**src/rtl/exec_sequencer_if.sv**
```systemverilog
// Handshake and decoder-control bundle between the instruction pipeline,
// the multiplier, the external I/O ports and the execution sequencer.
interface exec_sequencer_if;
    logic [5:0] opcode;
    logic [2:0] alu_func;
    logic       reg_write_dec;
    logic       pc_rel_branch_dec;
    logic       read_in_dec;
    logic       write_out_dec;
    logic       mul_done;
    logic       in_valid;
    logic       out_ready;

    logic       pc_en;
    logic       reg_write;
    logic       pc_rel_branch;
    logic       mul_start;
    logic       in_ack;
    logic       out_valid;
    logic       busy;
    logic       err;

    // Sequencer side: consumes decoder/handshake inputs, drives qualified controls.
    modport master (
        input  opcode, alu_func, reg_write_dec, pc_rel_branch_dec,
               read_in_dec, write_out_dec, mul_done, in_valid, out_ready,
        output pc_en, reg_write, pc_rel_branch, mul_start, in_ack,
               out_valid, busy, err
    );

    // Environment side: decoder, multiplier and I/O ports.
    modport slave (
        output opcode, alu_func, reg_write_dec, pc_rel_branch_dec,
               read_in_dec, write_out_dec, mul_done, in_valid, out_ready,
        input  pc_en, reg_write, pc_rel_branch, mul_start, in_ack,
               out_valid, busy, err
    );
endinterface

```
**src/rtl/exec_sequencer.sv**
```systemverilog
// Execution sequencer: passes single-cycle instructions straight through and
// stalls the PC for multiply / switch-input / output instructions until their
// handshake completes or a wait-state timeout aborts them (sticky err).
module exec_sequencer #(
    parameter int unsigned TIMEOUT = 64,      // 2..255 wait cycles before abort
    parameter logic [2:0]  RMLT    = 3'd3     // alu_func code of a multiply
) (
    input  logic          clk,
    input  logic          reset,
    exec_sequencer_if.master bus
);

    typedef enum logic [1:0] {IDLE, MUL_WAIT, IN_WAIT, OUT_WAIT} state_t;

    state_t     state, state_nxt;
    logic [7:0] wait_cnt, wait_cnt_nxt;
    logic       err_q, err_nxt;
    logic       timeout_hit;
    logic       pc_en, reg_write, pc_rel_branch, mul_start, in_ack, out_valid;

    // The opcode is only held for the decoder's benefit; nothing here decodes it.
    logic       unused_opcode;
    assign unused_opcode = ^bus.opcode;

    assign timeout_hit = (wait_cnt == 8'(TIMEOUT - 1));

    // State, wait counter and sticky error register.
    always_ff @(posedge clk or posedge reset) begin
        if (reset) begin
            state    <= IDLE;
            wait_cnt <= '0;
            err_q    <= 1'b0;
        end else begin
            state    <= state_nxt;
            wait_cnt <= wait_cnt_nxt;
            err_q    <= err_nxt;
        end
    end

    // Next-state and qualified control outputs.
    always_comb begin
        state_nxt     = state;
        wait_cnt_nxt  = (wait_cnt == 8'hFF) ? wait_cnt : wait_cnt + 8'd1;
        err_nxt       = err_q;
        pc_en         = 1'b0;
        reg_write     = 1'b0;
        pc_rel_branch = 1'b0;
        mul_start     = 1'b0;
        in_ack        = 1'b0;
        out_valid     = 1'b0;

        case (state)
            IDLE: begin
                wait_cnt_nxt = '0;
                if (bus.alu_func == RMLT) begin
                    mul_start = 1'b1;
                    state_nxt = MUL_WAIT;
                end else if (bus.read_in_dec) begin
                    if (bus.in_valid) begin
                        in_ack    = 1'b1;
                        reg_write = 1'b1;
                        pc_en     = 1'b1;
                    end else begin
                        state_nxt = IN_WAIT;
                    end
                end else if (bus.write_out_dec) begin
                    out_valid = 1'b1;
                    if (bus.out_ready) pc_en = 1'b1;
                    else               state_nxt = OUT_WAIT;
                end else begin
                    pc_en         = 1'b1;
                    reg_write     = bus.reg_write_dec;
                    pc_rel_branch = bus.pc_rel_branch_dec;
                end
            end
            MUL_WAIT: begin
                if (bus.mul_done) begin
                    reg_write = 1'b1;
                    pc_en     = 1'b1;
                    state_nxt = IDLE;
                end else if (timeout_hit) begin
                    pc_en     = 1'b1;
                    err_nxt   = 1'b1;
                    state_nxt = IDLE;
                end
            end
            IN_WAIT: begin
                if (bus.in_valid) begin
                    in_ack    = 1'b1;
                    reg_write = 1'b1;
                    pc_en     = 1'b1;
                    state_nxt = IDLE;
                end else if (timeout_hit) begin
                    pc_en     = 1'b1;
                    err_nxt   = 1'b1;
                    state_nxt = IDLE;
                end
            end
            OUT_WAIT: begin
                if (bus.out_ready) begin
                    out_valid = 1'b1;
                    pc_en     = 1'b1;
                    state_nxt = IDLE;
                end else if (timeout_hit) begin
                    pc_en     = 1'b1;
                    err_nxt   = 1'b1;
                    state_nxt = IDLE;
                end else begin
                    out_valid = 1'b1;
                end
            end
            default: state_nxt = IDLE;
        endcase

        // IDLE pass-through is combinational, so outputs must be forced low
        // while reset is held rather than relying on the state register.
        if (reset) begin
            pc_en         = 1'b0;
            reg_write     = 1'b0;
            pc_rel_branch = 1'b0;
            mul_start     = 1'b0;
            in_ack        = 1'b0;
            out_valid     = 1'b0;
        end
    end

    assign bus.pc_en         = pc_en;
    assign bus.reg_write     = reg_write;
    assign bus.pc_rel_branch = pc_rel_branch;
    assign bus.mul_start     = mul_start;
    assign bus.in_ack        = in_ack;
    assign bus.out_valid     = out_valid;
    assign bus.busy          = (state != IDLE);
    assign bus.err           = err_q;

endmodule

```
**src/flat_wrapper.sv**
```systemverilog
// flat-port wrapper written by rule: the top's interface ports become plain ports
module exec_sequencer_flat 
#(
    parameter int unsigned TIMEOUT = 64,                                        
    parameter logic [2:0]  RMLT    = 3'd3                                   
)
  (clk, reset, bus_opcode, bus_alu_func, bus_reg_write_dec, bus_pc_rel_branch_dec, bus_read_in_dec, bus_write_out_dec, bus_mul_done, bus_in_valid, bus_out_ready, bus_pc_en, bus_reg_write, bus_pc_rel_branch, bus_mul_start, bus_in_ack, bus_out_valid, bus_busy, bus_err);
  exec_sequencer_if bus_i ();
  input  logic clk;
  input  logic reset;
  input wire logic [$bits(bus_i.opcode)-1:0] bus_opcode;
  input wire logic [$bits(bus_i.alu_func)-1:0] bus_alu_func;
  input wire logic [$bits(bus_i.reg_write_dec)-1:0] bus_reg_write_dec;
  input wire logic [$bits(bus_i.pc_rel_branch_dec)-1:0] bus_pc_rel_branch_dec;
  input wire logic [$bits(bus_i.read_in_dec)-1:0] bus_read_in_dec;
  input wire logic [$bits(bus_i.write_out_dec)-1:0] bus_write_out_dec;
  input wire logic [$bits(bus_i.mul_done)-1:0] bus_mul_done;
  input wire logic [$bits(bus_i.in_valid)-1:0] bus_in_valid;
  input wire logic [$bits(bus_i.out_ready)-1:0] bus_out_ready;
  output wire logic [$bits(bus_i.pc_en)-1:0] bus_pc_en;
  output wire logic [$bits(bus_i.reg_write)-1:0] bus_reg_write;
  output wire logic [$bits(bus_i.pc_rel_branch)-1:0] bus_pc_rel_branch;
  output wire logic [$bits(bus_i.mul_start)-1:0] bus_mul_start;
  output wire logic [$bits(bus_i.in_ack)-1:0] bus_in_ack;
  output wire logic [$bits(bus_i.out_valid)-1:0] bus_out_valid;
  output wire logic [$bits(bus_i.busy)-1:0] bus_busy;
  output wire logic [$bits(bus_i.err)-1:0] bus_err;
  assign bus_i.opcode = bus_opcode;
  assign bus_i.alu_func = bus_alu_func;
  assign bus_i.reg_write_dec = bus_reg_write_dec;
  assign bus_i.pc_rel_branch_dec = bus_pc_rel_branch_dec;
  assign bus_i.read_in_dec = bus_read_in_dec;
  assign bus_i.write_out_dec = bus_write_out_dec;
  assign bus_i.mul_done = bus_mul_done;
  assign bus_i.in_valid = bus_in_valid;
  assign bus_i.out_ready = bus_out_ready;
  assign bus_pc_en = bus_i.pc_en;
  assign bus_reg_write = bus_i.reg_write;
  assign bus_pc_rel_branch = bus_i.pc_rel_branch;
  assign bus_mul_start = bus_i.mul_start;
  assign bus_in_ack = bus_i.in_ack;
  assign bus_out_valid = bus_i.out_valid;
  assign bus_busy = bus_i.busy;
  assign bus_err = bus_i.err;
  exec_sequencer #(.TIMEOUT(TIMEOUT), .RMLT(RMLT)) u_core (.clk(clk), .reset(reset), .bus(bus_i));
endmodule
```
**config.mk**
```make
export PLATFORM = sky130hd
export DESIGN_NAME = exec_sequencer_flat
export DESIGN_NICKNAME = d
export VERILOG_FILES = /design/src/rtl/exec_sequencer_if.sv /design/src/rtl/exec_sequencer.sv /design/src/flat_wrapper.sv
export SDC_FILE = /design/constraint.sdc
export NUM_CORES = 1
export LEC_CHECK = 0
export CORE_MARGIN = 1.5
export CORE_UTILIZATION = 40
export DETAILED_ROUTE_END_ITERATION = 16
export PLACE_DENSITY = 0.78
export SLEW_MARGIN = 20
export SYNTH_ARGS = -nofsm -noshare
export SYNTH_HDL_FRONTEND = slang
export SYNTH_SLANG_ARGS = --single-unit
```
**constraint.sdc**
```tcl
create_clock -name clk -period 1.5 [get_ports clk]
set_input_delay 0.15 -clock clk [delete_from_list [all_inputs] [get_ports clk]]
set_output_delay 0.15 -clock clk [all_outputs]
set_load 0.01 [all_outputs]
```
* Word-level counts from Yosys, hierarchy flattened
Index checks and enable logic that the tools add are counted.
** Word-level totals
- Logic and storage cells :: 75
- Bits in read-only memories :: 0
- Output and inout port bits :: 8
- Bits in registers :: 11
- Bits in writable memories :: 0
- Input bits :: 18
- Memories :: 0
- Latch bits :: 0
** Operators by class
- $add $sub $neg :: 1
- Reductions and logical operators :: 5
- Equal/unequal tests :: 13
- Div/mod/pow operators :: 0
- Multiplexer cells :: 53
- $lt $le $gt $ge :: 0
- $mul :: 0
- Shift-type cells :: 0
- Bitwise logic cells :: 0
** Operator list (count)
- $mux W1 :: 36
- $mux W2 :: 9
- $mux W8 :: 2
- $ne A4 B3 Y1 const B :: 3
- $add A8 B1 Y8 const B :: 1
- $eq A8 B6 Y1 const B :: 1
- $eq A8 B8 Y1 const B :: 1
- $ne A2 B2 Y1 const B :: 4
- $pmux W2 S4 :: 1
- $pmux W1 S3 :: 2
- $eq A2 B2 Y1 const B :: 2
- $pmux W1 S2 :: 2
- $pmux W1 S4 :: 1
- $reduce_and A4 Y1 :: 1
- $eq A3 B2 Y1 const B :: 1
- $reduce_and A3 Y1 :: 1
- $reduce_bool A3 Y1 :: 1
- $eq A2 B1 Y1 const B :: 1
- $logic_not A2 Y1 :: 1
- $reduce_bool A2 Y1 :: 1

* Logic depth before layout (Yosys ltp)
Gate-level depths: netlist (run 1).
- Depth in word-level cells :: 6
- Mapped depth :: 6
- Mapped depth without buffers :: 6

* Worst setup path before layout (run 1)
OpenSTA, ideal clock, no wires.
- Path kind :: register to output
- Start point :: reg u_core.wait_cnt[0]
- End point :: out bus_pc_en
- Buffers on the path :: 0
- Arrival :: 1.498 ns
- Data required time :: 1.350 ns
- Stages on the path, launching flop included :: 6
- Path slack :: -0.148 ns
- Cell sequence :: dfrtp_1 -> ha_1 -> nand3_4 -> nor4_2 -> nor4b_1 -> a211oi_1
** On the way
- Word-level cells in the longest chain between the ends :: 5
- Elaborated cells on any way between the ends :: 7
- Those cells by class :: eq/ne (1); mux (6)
** Ends and longest elaborated chain
- from (decl) :: RTL line exec_sequencer.sv:16 : logic [7:0] wait_cnt, wait_cnt_nxt;
- from (signal assigned) :: RTL line exec_sequencer.sv:35 : wait_cnt <= wait_cnt_nxt;
- $eq A8 B6 Y1 * :: RTL line exec_sequencer.sv:25 : assign timeout_hit = (wait_cnt == 8'(TIMEOUT - 1));
- $mux W1 * :: RTL line exec_sequencer.sv:81, exec_sequencer.sv:93, exec_sequencer.sv:104
- $mux W1, on equally long branches :: RTL line exec_sequencer.sv:100, exec_sequencer.sv:77, exec_sequencer.sv:88
- $pmux W1 S4 * :: RTL line exec_sequencer.sv:52 : case (state)
- $mux W1 * :: RTL line exec_sequencer.sv:117 : if (reset) begin
- to (decl) :: RTL line flat_wrapper.sv:20 : output wire logic [$bits(bus_i.pc_en)-1:0] bus_pc_en;
Mark *: on every way between the ends. The rest lies on a longest branch, timed or not.

* Final worst setup path (run 1)
- Start point :: reg u_core.state[0]
- End point :: reg u_core.wait_cnt[0]
** On the way
- Word-level cells in the longest chain between the ends :: 2
- Elaborated cells on any way between the ends :: 3
- Those cells by class :: eq/ne (1); mux (1); reduce/logical (1)
** Ends and longest elaborated chain
- from (decl) :: RTL line exec_sequencer.sv:15 : state_t state, state_nxt;
- from (signal assigned) :: RTL line exec_sequencer.sv:34 : state <= state_nxt;
- $logic_not A2 Y1 * :: RTL line exec_sequencer.sv:52
- $ne A2 B2 Y1 (no source line) or $mux W8 (tied branches)
Marks and branches as above.
A chain may end at the register's enable or synchronous reset.

==> impl_metrics.tcl, run 1 <==
set metrics [dict create \
    slowest_delay_ns 0.44 \
    rr_worst_depth 9 \
    dr.first_iter.drc_count 78 \
    drtAntennaViolNets 0 \
    dp_slack_ns -0.6373 \
    wl_per_cell_um 19.04 \
    worstPathArrival_ns 2.08 \
    nets 179 \
    dr_total_vias 1070 \
    cp_slowest_cell "dfrtp_1" \
    timing.fmax_mhz 524.1 \
    cp_common_cell "buf_6" \
    syn_avg_cell_area_um2 8.826 \
    cts_root_buf "clkbuf_4" \
    clk_pin_slew_ns 0.07 \
    critPathCaptureType "flip-flop" \
    yosys-top-cells-count "dfrtp_1, nor3_1, inv_1, nor2_1, nand2_1" \
    power.density_nw_per_um2 1410 \
    yosysUniqueCellTypes 38 \
    syn_area_um2 812.0 \
    coreArea_um2 1942 \
    drv_cap 0 \
    insertion_delay_ns 0.28 \
    grt_setup_unrepaired "true" \
    required_ns 1.67 \
    skew_ns 0.005927 \
    muxShareOfSynthArea_pct 0 \
    violations "setup timing" \
    stdcell_area_um2 1511 \
    placed_cell_area_um2 1231 \
    critical_path_class "flip-flop to flip-flop" \
    synth_top_cell_area_share_pct 33.90 \
    antenna_cells 0 \
    tns_ns -4.188 \
    async_flop_share_pct 100.0 \
    drc 0 \
    critical_path.startpoint_type "flip-flop" \
    cts_made_buffers 3 \
    cp_num_buf_inv 5 \
    die_h_um 48.06 \
    synth_top_family_by_area "simple AND/OR/NAND/NOR gates" \
    synth_top_cell_by_area "dfrtp_1" \
    place_congestion 0.8833 \
    irDropWorstVdd_v 0.001003 \
    hold_class "primary input to asynchronous set/reset pin" \
    synth-seq-cells 11 \
    p_leak_nw 0.7007 \
    period_minus_slack_ns 1.908 \
    num_io_pins 26 \
    htree_levels 1 \
    max-slew-margin-rel_pct 69.17 \
    p_int_w 0.001270 \
    final-setup-viol-count 15 \
    setup_slack_ns -0.4082 \
    io_buffers 19 \
    outcome "finished with violations" \
    tritoncts "done" \
    cts_sinks 11 \
    routed_via_density 5.879 \
    yosys.area_share.xor_xnor_pct 0 \
    worstPathMaxFanout 8 \
    switching_share_pct 40.42 \
    worst_path_dominant_cell_family "buffers and inverters" \
    hpwl_um 1961 \
    start_util_pct 41.82 \
    die_w_um 48.06 \
    ys_seq_area_share_pct 33.90 \
    rows 16 \
    sequentialPowerShare_pct 19.1 \
    synthAdderAreaFrac_pct 7.704 \
    combPwrFrac_pct 70.9 \
    grt_max_degree 12 \
    drt-pass1-iter-count 6 \
    clockPowerShare_pct 10.0 \
    reg2reg_from "u_core.state[0]$_DFFE_PP0P_" \
    synth_compound_area_share_pct 20.34 \
    grtUsageTotal_pct 31.03 \
    grt_remaining_overflow 0 \
    reg2reg_slack_ns -0.41 \
    drv_slew 0 \
    clock_path_buffers 2 \
    areaGrowthSynthToFinish_pct 86.13 \
    finalHoldViolCount 0 \
    grt_pass1_wl_um 4767 \
    cp_cell_sequence "inv_2 -> ha_4 -> buf_4 -> buf_6 -> buf_6 -> nor4_4 -> buf_6 -> nor3_2 -> a21o_1" \
    wl_um 3466 \
    grt_pass1_vias 1000 \
    synthSimpleGateAreaFrac_pct 31.43 \
    final.period_utilization_pct 127.2 \
    synth_edf_count 0 \
    yosysWarnings 0 \
    drive_above_1_share_pct 55.48 \
    yosys_most_used_dff "dfrtp_1" \
    dieArea_um2 2309 \
    synth_area_leaders "dfrtp_1, ha_1, nor3_1" \
    tightest_slew_ns 0.4620 \
    syn_inst 92 \
    antenna_found_initial 0 \
    r2r_end "u_core.wait_cnt[0]$_DFFE_PP0P_" \
    synth_fp_nets 115 \
    yosysMostFrequentCell "dfrtp_1" \
    switchingPower_w 0.0008615 \
]
## cells in the final DEF, fill, tap and decap left out, types with 2 or more instances in the layout
| master | Yosys | final |
|---|---|---|
| dfrtp_1 | 11 | 10 |
| inv_1 | 8 | 5 |
| clkdlybuf4s50_1 | 0 | 12 |
| buf_4 | 1 | 37 |
| nor3_2 | 0 | 5 |
| nor3_1 | 9 | 3 |
| nand2_1 | 7 | 6 |
| nor2_4 | 0 | 2 |
| clkbuf_4 | 0 | 3 |
| nand2_2 | 1 | 2 |
| a21oi_2 | 0 | 2 |
| nor2_1 | 8 | 5 |
| o21ai_2 | 0 | 2 |
| nor4_4 | 1 | 2 |
| a222oi_1 | 2 | 2 |
| a31oi_1 | 3 | 3 |
| ha_4 | 0 | 3 |
| nand3b_1 | 2 | 2 |
| buf_6 | 1 | 7 |
| a21oi_1 | 6 | 4 |
| inv_2 | 0 | 2 |
| buf_2 | 1 | 6 |
| and4_1 | 2 | 2 |
| nand3_1 | 2 | 2 |
## cell type report
cell class                      count  area (um^2)
Multi-Input combinational cell     70        635.6
Timing Repair Buffer               62        506.7
Tap cell                           27        33.78
Inverter                            8        32.53
Sequential cell                    11        276.5
Clock buffer                        4        26.28
Fill cell                         124        430.4
## through the flow
stage | util [%] | cells | hold slack [ns] | power [W]
floorplan | - | 92 | 0.002438 | 0.0008211
global placement | 63.40 | 162 | 0.4599 | 0.001221
detailed placement | 63.40 | 162 | 0.4695 | 0.001272
CTS | 73.71 | 175 | 0.4514 | 0.001871
global route | 77.84 | 182 | 0.5283 | 0.002214
finish | 77.84 | 182 | 0.4737 | 0.002131
## worst max-delay path by stage
stage                                         from                              to  slack (ns)  cells after the start
finish                 u_core.state[0]$_DFFE_PP0P_  u_core.wait_cnt[0]$_DFFE_PP0P_       -0.41                      9
global route           u_core.state[0]$_DFFE_PP0P_  u_core.wait_cnt[0]$_DFFE_PP0P_       -0.44                      9
CTS                    u_core.state[0]$_DFFE_PP0P_                   bus_reg_write       -0.36                      6
detailed placement     u_core.state[0]$_DFFE_PP0P_                       bus_pc_en       -0.64                      6
global placement                   bus_read_in_dec                       bus_pc_en       -0.52                      6
floorplan           u_core.wait_cnt[0]$_DFFE_PP0P_                       bus_pc_en        0.01                      5
## layer usage
layer	track usage, %	part of all wire, %
met3	9.811	5.8
met5	0	0
met1	35.93	39
met4	14.59	3.0
met2	51.73	52
## power by group through the flow
stage	registers (W)	logic, W	clock network (W)
3_5_place_dp	0.000395	0.000876	0
4_1_cts	0.000397	0.00125	0.000219
3_3_place_gp	0.000383	0.000838	0
6_report	0.000408	0.00151	0.000213
5_1_grt	0.000406	0.00158	0.000227
2_1_floorplan	0.000385	0.000436	0
## sequential cells by signal, indices dropped and copies added, names as in the netlist
register and flops:
u_core.wait_cnt 8, u_core.bus.err 1, u_core.state 2
## cell families (layout without fill, tap and decap cells)
group                    count (synthesis)  after routing
buffers and inverters                   11             74
AND/OR/NAND/NOR                         41             41
adder cells (fa/ha/maj)                  5              5
flip-flops                              11             11
AO/OA/AOI/OAI                           24             24
## timing repair
action                                  CTS  global route
resized for setup                        63             8
setup buffers                             9             8
endpoints found under the setup margin   16            15
hold buffers                              0             0
pin swaps                                22             8
## tightest hold or removal path: stages
cell and delay [ns]:
clkdlybuf4s50_1 0.50, buf_4 0.20, inv_1 0.35
(Power assumes the default switching activity.)
==> inputs of run 2 (changes only) <==
--- a/config.mk
+++ b/config.mk
@@ -9,7 +9,7 @@
 export CORE_UTILIZATION = 40
 export DETAILED_ROUTE_END_ITERATION = 16
 export PLACE_DENSITY = 0.78
-export SLEW_MARGIN = 20
+export SLEW_MARGIN = 10
 export SYNTH_ARGS = -nofsm -noshare
 export SYNTH_HDL_FRONTEND = slang
 export SYNTH_SLANG_ARGS = --single-unit
==> results of run 2 <==
No change in the layout: final DEF, timing and power equal those of run 1.
==> inputs of run 3 (changes only) <==
--- a/config.mk
+++ b/config.mk
@@ -8,7 +8,7 @@
 export CORE_MARGIN = 1.5
 export CORE_UTILIZATION = 40
 export DETAILED_ROUTE_END_ITERATION = 16
-export PLACE_DENSITY = 0.78
+export PLACE_DENSITY = 0.85
 export SLEW_MARGIN = 10
 export SYNTH_ARGS = -nofsm -noshare
 export SYNTH_HDL_FRONTEND = slang
==> impl_metrics.tcl, run 3 (synthesis results as in run 1) <==
set metrics [dict create \
    outcome "finished with violations" \
    violations "setup timing" \
    clk_pin_slew_ns 0.08 \
    drc 0 \
    worstPathMaxFanout 3 \
    coreArea_um2 1942 \
    tritoncts "done" \
    drv_cap 0 \
    hold_buffers 0 \
    placedCellCount 168 \
    period_minus_slack_ns 1.891 \
    tightest_slew_ns 0.4443 \
    critical_path_class "flip-flop to output port" \
    cts_root_buf "clkbuf_4" \
    setup_slack_ns -0.3906 \
    grt_pass1_vias 1108 \
    crit_end "bus_reg_write" \
    whs_ns 0.4792 \
    largest_register_ffs 8 \
    cp_cell_sequence "inv_2 -> buf_6 -> ha_4 -> and2_4 -> a222oi_1 -> nor3_1 -> buf_2" \
    required_ns 1.35 \
    finalHoldViolCount 0 \
    wl_um 3179 \
    cts_sinks 11 \
    drv_slew 0 \
    worstPathArrival_ns 1.74 \
    dr_total_vias 1063 \
    final.period_utilization_pct 126.0 \
    final-setup-viol-count 15 \
    dr.first_iter.drc_count 50 \
    cts_made_buffers 3 \
    hold_class "primary input to asynchronous set/reset pin" \
    die_h_um 48.06 \
    path_depth 7 \
    num_io_pins 26 \
    reg2reg_from "u_core.state[0]$_DFFE_PP0P_" \
    slowest_delay_ns 0.38 \
    grt_setup_unrepaired "true" \
    clock_path_buffers 2 \
    reg2reg_slack_ns -0.24 \
    layout_commonest_cell "buf_4" \
    insertion_delay_ns 0.28 \
    p_leak_nw 0.7245 \
    final_cells 185 \
    grt_remaining_overflow 0 \
    routed_via_density 5.746 \
    drtAntennaViolNets 0 \
    multi_input_area_um2 659.4 \
    start_util_pct 41.82 \
    stdcell_area_um2 1580 \
    critPathCaptureType "output port" \
    wl_per_cell_um 17.18 \
    top_register "u_core.wait_cnt" \
    met3_usage_pct 4.528 \
    grt_util_met2_pct 59.47 \
    fillers 119 \
    r2r_end "u_core.wait_cnt[0]$_DFFE_PP0P_" \
    critical_path.startpoint_type "flip-flop" \
    htree_levels 1 \
    grtUsageTotal_pct 30.25 \
    tns_ns -3.124 \
    hpwl_um 1967 \
    antenna_cells 0 \
    dieArea_um2 2309 \
    areaGrowthSynthToFinish_pct 94.61 \
    cp_num_buf_inv 3 \
    drive_above_1_share_pct 57.59 \
    place_congestion 0.9393 \
    irDropWorstVdd_v 0.001692 \
    rr_worst_depth 9 \
    io_buffers 19 \
    rows 16 \
    grt_pass1_wl_um 4781 \
    power.density_nw_per_um2 1446 \
    mostFrequentLayoutCells "buf_4, clkdlybuf4s50_1, dfrtp_1" \
    placed_cell_area_um2 1276 \
    grt_max_degree 12 \
    timing.fmax_mhz 528.9 \
    register_area_um2 276.5 \
    critical_path.startpoint "u_core.state[0]$_DFFE_PP0P_" \
    antenna_found_initial 0 \
    nets 182 \
    drt-pass1-iter-count 4 \
    grt_use_met1_pct 28.57 \
    die_w_um 48.06 \
    worst_path_dominant_cell_family "flip-flops" \
    skew_ns 0.005707 \
    top_usage_layer "met2" \
    max-slew-margin-rel_pct 70.35 \
    cp_slowest_cell "dfrtp_1" \
]
run 3: worst min path at each step:
stage	startpoint	end	slack (ns)
finish	reset	u_core.wait_cnt[6]$_DFFE_PP0P_	0.48
global placement	u_core.bus.err$_DFFE_PP0P_	u_core.bus.err$_DFFE_PP0P_	0.48
CTS	reset	u_core.bus.err$_DFFE_PP0P_	0.48
global route	reset	u_core.wait_cnt[6]$_DFFE_PP0P_	0.53
floorplan	reset	u_core.bus.err$_DFFE_PP0P_	0.002
detailed placement	u_core.bus.err$_DFFE_PP0P_	u_core.bus.err$_DFFE_PP0P_	0.48
run 3: layout make-up:
type	instances	area share, %
Clock buffer	4	1.663
Inverter	8	2.217
Multi-Input combinational cell	70	41.73
Sequential cell	11	17.50
Tap cell	27	2.138
Timing Repair Buffer	65	34.76
run 3: worst min-delay path, cell delays in order:
cell	delay, ns
clkdlybuf4s50_1	0.51
buf_4	0.20
inv_1	0.33
run 3: what timing repair did:
| item | in CTS | in global routing |
|---|---|---|
| resized for setup | 69 | 9 |
| pin swaps | 23 | 7 |
| endpoints found under the setup margin | 15 | 17 |
| setup buffers | 13 | 2 |
run 3: metal layers:
| layer | routed length, um | share of wire, % | up-vias |
|---|---|---|---|
| li1 | - | - | 478 |
| met1 | 1144 | 36 | 524 |
| met2 | 1757 | 55 | 46 |
| met3 | 131 | 4.1 | 15 |
| met4 | 145 | 4.6 | 0 |
| met5 | 0 | 0 | - |
run 3: stage by stage:
step / util, % / worst slack, ns / power (W)
2_1_floorplan: - / 0.01403 / 0.0008211
3_3_place_gp: 65.72 / -0.5262 / 0.001253
3_5_place_dp: 65.72 / -0.5924 / 0.001308
4_1_cts: 79.12 / -0.3997 / 0.002145
5_1_grt: 81.38 / -0.4467 / 0.002396
6_report: 81.38 / -0.3906 / 0.002285
run 3: power by group:
part	switching, W	leakage [nW]	internal [W]
registers	0.0000525	0.149	0.000344
logic	0.000731	0.561	0.000946
clock network	0.000107	0.0150	0.000103
